## src/rtl/inst_fetch.sv

```systemverilog
// Fetch stage that issues one word read at a time and buffers one instruction for the hart.
// Redirects restart fetch and orphan any in-flight response from the old path.
module inst_fetch #(
  parameter logic [31:0] RESET_PC = 32'h0000_0000,
  parameter logic [31:0] NOP_INSN = 32'h0000_0013
) (
  input  logic        clk,
  input  logic        reset,
  output logic        imem_req,
  output logic [31:0] imem_addr,
  input  logic        imem_gnt,
  input  logic        imem_rvalid,
  input  logic [31:0] imem_rdata,
  input  logic        redirect,
  input  logic [31:0] redirect_pc,
  output logic [31:0] insn,
  output logic [31:0] pc,
  output logic        insn_valid,
  input  logic        insn_ready
);

  typedef enum logic [1:0] {
    REQ,
    WAIT,
    DROP
  } state_e;

  localparam logic [31:0] WORD_MASK = 32'hFFFF_FFFC;
  localparam logic [31:0] RESET_ADDR = RESET_PC & WORD_MASK;

  state_e      state_q, state_d;
  logic [31:0] fetch_pc_q, fetch_pc_d;
  logic [31:0] req_pc_q, req_pc_d;
  logic [31:0] insn_q, insn_d;
  logic [31:0] pc_q, pc_d;
  logic        insn_valid_q, insn_valid_d;

  logic        granted;
  logic        consume;
  logic [31:0] redirect_target;

  assign imem_req        = (state_q == REQ) && !reset && (!insn_valid_q || insn_ready);
  assign imem_addr       = fetch_pc_q;
  assign granted         = imem_req && imem_gnt;
  assign consume         = insn_valid_q && insn_ready;
  assign redirect_target = redirect_pc & WORD_MASK;

  assign insn       = insn_q;
  assign pc         = pc_q;
  assign insn_valid = insn_valid_q;

  always_comb begin
    state_d      = state_q;
    fetch_pc_d   = fetch_pc_q;
    req_pc_d     = req_pc_q;
    insn_d       = insn_q;
    pc_d         = pc_q;
    insn_valid_d = insn_valid_q;

    if (consume) begin
      insn_valid_d = 1'b0;
      insn_d       = NOP_INSN;
    end

    case (state_q)
      REQ: begin
        if (granted) begin
          state_d    = WAIT;
          req_pc_d   = fetch_pc_q;
          fetch_pc_d = fetch_pc_q + 32'd4;
        end
      end
      WAIT: begin
        if (imem_rvalid) begin
          state_d      = REQ;
          insn_d       = imem_rdata;
          pc_d         = req_pc_q;
          insn_valid_d = 1'b1;
        end
      end
      DROP: begin
        if (imem_rvalid) begin
          state_d = REQ;
        end
      end
      default: state_d = REQ;
    endcase

    // A redirect overrides everything above: old-path data never reaches the buffer.
    if (redirect) begin
      fetch_pc_d   = redirect_target;
      insn_valid_d = 1'b0;
      insn_d       = NOP_INSN;
      pc_d         = pc_q;
      case (state_q)
        REQ:     state_d = granted ? DROP : REQ;
        WAIT:    state_d = imem_rvalid ? REQ : DROP;
        DROP:    state_d = imem_rvalid ? REQ : DROP;
        default: state_d = REQ;
      endcase
    end
  end

  always_ff @(posedge clk or posedge reset) begin
    if (reset) begin
      state_q      <= REQ;
      fetch_pc_q   <= RESET_ADDR;
      req_pc_q     <= RESET_ADDR;
      insn_q       <= NOP_INSN;
      pc_q         <= RESET_ADDR;
      insn_valid_q <= 1'b0;
    end else begin
      state_q      <= state_d;
      fetch_pc_q   <= fetch_pc_d;
      req_pc_q     <= req_pc_d;
      insn_q       <= insn_d;
      pc_q         <= pc_d;
      insn_valid_q <= insn_valid_d;
    end
  end

endmodule

```

## config.mk

```make
export PLATFORM = sky130hd
export DESIGN_NAME = inst_fetch
export DESIGN_NICKNAME = d
export VERILOG_FILES = /design/src/rtl/inst_fetch.sv
export SDC_FILE = /design/constraint.sdc
export NUM_CORES = 1
export LEC_CHECK = 0
export ABC_AREA = 1
export CAP_MARGIN = 5
export CORE_ASPECT_RATIO = 1.2
export CORE_MARGIN = 2
export CORE_UTILIZATION = 52
export DETAILED_ROUTE_END_ITERATION = 8
export PLACE_DENSITY = 0.92
export SYNTH_ARGS = -nofsm -noshare
export SYNTH_HDL_FRONTEND = slang
export SYNTH_SLANG_ARGS = --single-unit
```

## constraint.sdc

```tcl
create_clock -name clk -period 10.1 [get_ports clk]
set_clock_uncertainty 0.05 [all_clocks]
set_input_delay 1.01 -clock clk [delete_from_list [all_inputs] [get_ports clk]]
set_output_delay 1.01 -clock clk [all_outputs]
set_load 0.005 [all_outputs]
```

==> results by group <==
CTS
  • Latest clock arrival within the worst-skew pair: between 0.4 and 0.5 ns
  • Sinks on Clock Net: roughly 130
  • # Post-CTS Setup Buffers: 0
  • Clk slew on worst S/H paths: around 0.060 ns
  • Resized cells post-CTS: 0
  • Max H-tree Level: 4
  • CTS Root Buffer Type: clkbuf_16
  • # hold bufs at CTS: 0
  • CTS tree: built
  • Number of CTS-inserted buffers: 17
  • Clock buffer depth: 2

Critical path
  • CP Launch Type: input port
  • Critical Path Fanout Max: 61
  • CP endpoint kind: flop
  • Worst Path Required: 10.35 ns
  • CP Class: in2reg
  • Data arrival, critical path: roughly 4.0 ns

Detailed routing
  • Final antenna-violating net count: 0
  • Drt pass-1 iters: 8
  • Via/cell ratio: about 5.3
  • Post-route DRC: 0
  • Vias: between 5000 and 6000
  • WL/cell: 16.3 um
  • Routed WL: about 16000 um
  • Iteration-0 DRC Markers: 420

STA
  • Final worst path period share: 37.1%
  • Min Hold Slack: around 0.42 ns
  • Final hold viol count: 0
  • Setup TNS: 0 ns
  • Final setup vio count: 0
  • Final min period: ~3.7 ns
  • Slew margin rel.: 30.0%
  • Fmax: between 0.2 and 0.3 GHz
  • Worst Tran Pin Value: between 1 and 1.5 ns
  • RSZ-0062 raised after global routing: no
  • Max Slew Vio Count: 0

Global routing
  • First-pass GRT wire length: around 26000 um
  • Antenna violations before repair: 0
  • Busiest grt layer: met2
  • Largest net degree at the start of global routing: 68
  • Total track usage: between 20% and 30%
  • GR Util met1: 33.9%
  • Grt met3 use: between 5 and 6%
  • Grt ovf: 0
  • M2 GR Usage: 47.9%
  • Vias in the first global route: 5427

Outcome
  • Outcome: finished, final reports clean

Die
  • Core Region: about 0.011 sq mm
  • Die W: just over 100 um
  • Die Y: about 120 um
  • Initial Util: between 50% and 60%
  • Die ar.: roughly 0.012 sq mm
  • Standard-cell rows: 42
  • I/O Pins: 168

Cells and area
  • Most frequent cells in the layout: nand2_1 (284), clkdlybuf4s50_1 (161), dfrtp_1 (122)
  • Multi-input logic area: 0.00236 sq mm
  • N_diodes: 0
  • Most common cell after layout, fill and taps aside: nand2_1
  • Reg area: between 0.003 and 0.004 sq mm
  • Share of cells above drive strength 1: between 6 and 7%
  • Layout net count: ~940
  • Area Overhead vs Synth: 38.6%
  • Filler Cells Inserted: approximately 770

Place
  • Dpl hpwl: 10800 um
  • # port buffers: 161
  • Placer Congestion: approximately 0.92

Yosys
  • Synth Warn #: 0
  • Post-synthesis register bit count: about 130
  • Synth Cell Area: approximately 0.006 sq mm
  • Syn avg cell area: a little over 8 sq um
  • Count of cell types in the netlist: 30
  • Sequential area share after synthesis: 53.3%
  • Cells after synthesis: 711

Pwr
  • Pwr/cell area: between 200 and 250 mW/mm^2
  • Maximum vdd ir drop: 0.121 mV
  • Leak: 3.86 nW

Run
  • Max cap viols: 0

Hold path
  • Hold Path Class: reg2reg
-- state kept, by name (all words and copies together), names as in the netlist --
register	count
pc	30
req_pc_q	30
insn_valid	1
imem_addr	30
insn	32
state_q	2
-- per-layer routing --
metal | up-vias | wire length [um]
met2 | 219 | 8480
met1 | 2555 | 6470
met5 | - | 0
met4 | 0 | 367
li1 | 2588 | -
met3 | 26 | 1090
-- path summary, 6_finish.rpt --
check | slack [ns] | startpoint | endpoint | depth (start not counted)
worst max-delay path | 6.35 | reset | imem_addr[9] | 9
worst min-delay path | 0.42 | pc[21] | pc[21] | 2
worst max register to register | 7.17 | state_q[0] | imem_addr[9] | 9
worst min register to register | 0.42 | pc[21] | pc[21] | 2
max in group asynchronous | 7.61 | reset | imem_addr[17] | 3
min in group asynchronous | 1.07 | reset | insn[14] | 2
-- per-stage QoR --
step / utilization (%) / setup slack, ns / area [sq um] / instances / power [mW]
final: 73.7 / 6.35 / 8140 / 1009 / 1.72
after global placement: 68.3 / 6.04 / 7540 / 977 / 1.08
after detailed placement: 68.3 / 5.97 / 7540 / 977 / 1.10
after floorplan: - / 5.19 / 5880 / 714 / 0.873
after CTS: 73.7 / 6.33 / 8140 / 1009 / 1.73
after global routing: 73.7 / 6.06 / 8140 / 1009 / 1.80
-- kinds of logic after synthesis --
kind of cell,synth area share [%]
AOI/OAI and AO/OA,10.3
xor gates and xnor gates,0.746
adders and majority gates,0.853
buffers and inverters,6.80
DFF,53.3
other,0.0639
and+or+nand+nor,27.9
-- synth_stat cells (all sizes together) --
| cell | count | area (sq um) |
|---|---|---|
| buf | 20 | 110 |
| nand4 | 4 | 31.3 |
| inv | 62 | 233 |
| o21ai | 48 | 240 |
| a32o | 29 | 290 |
| xnor2 | 2 | 17.5 |
| clkbuf | 15 | 56.3 |
| nor3 | 1 | 5.00 |
| a31oi | 2 | 12.5 |
| o22ai | 1 | 6.26 |
| nor2 | 50 | 253 |
| dfrtp | 122 | 3050 |
| conb | 1 | 3.75 |
| xor2 | 3 | 26.3 |
| nand3 | 46 | 230 |
| dfstp | 3 | 78.8 |
| o211ai | 1 | 7.51 |
| ha | 4 | 50.1 |
| o32a | 3 | 30.0 |
| nand3b | 1 | 7.51 |
| a21oi | 3 | 15.0 |
| nand2 | 289 | 1110 |
| or2 | 1 | 6.26 |
-- cell type report --
cell class / instances / share of cell area [%]
clock buffers: 18 / 5.27
flip-flops and latches: 125 / 38.5
repair buffers: 166 / 20.3
multi-input cells: 492 / 29.0
clock inverters: 14 / 2.09
inverters: 62 / 2.89
well taps: 132 / 2.03
-- worst max-delay path, cell delays in order --
cell and delay, ns:
clkdlybuf4s50_1 0.53, inv_4 0.27, nand4_2 0.21, buf_4 0.49, nand2_1 0.67, inv_1 0.58, nor2_1 0.09, nand2_1 0.08
nand2_1 0.05
-- where the power goes --
group	leakage [nW]	internal (mW)	switching, mW
clock	0.282	0.388	0.225
sequential	1.61	0.619	0.0871
combinational	1.96	0.210	0.189
Power figures use the tool's default switching activity.
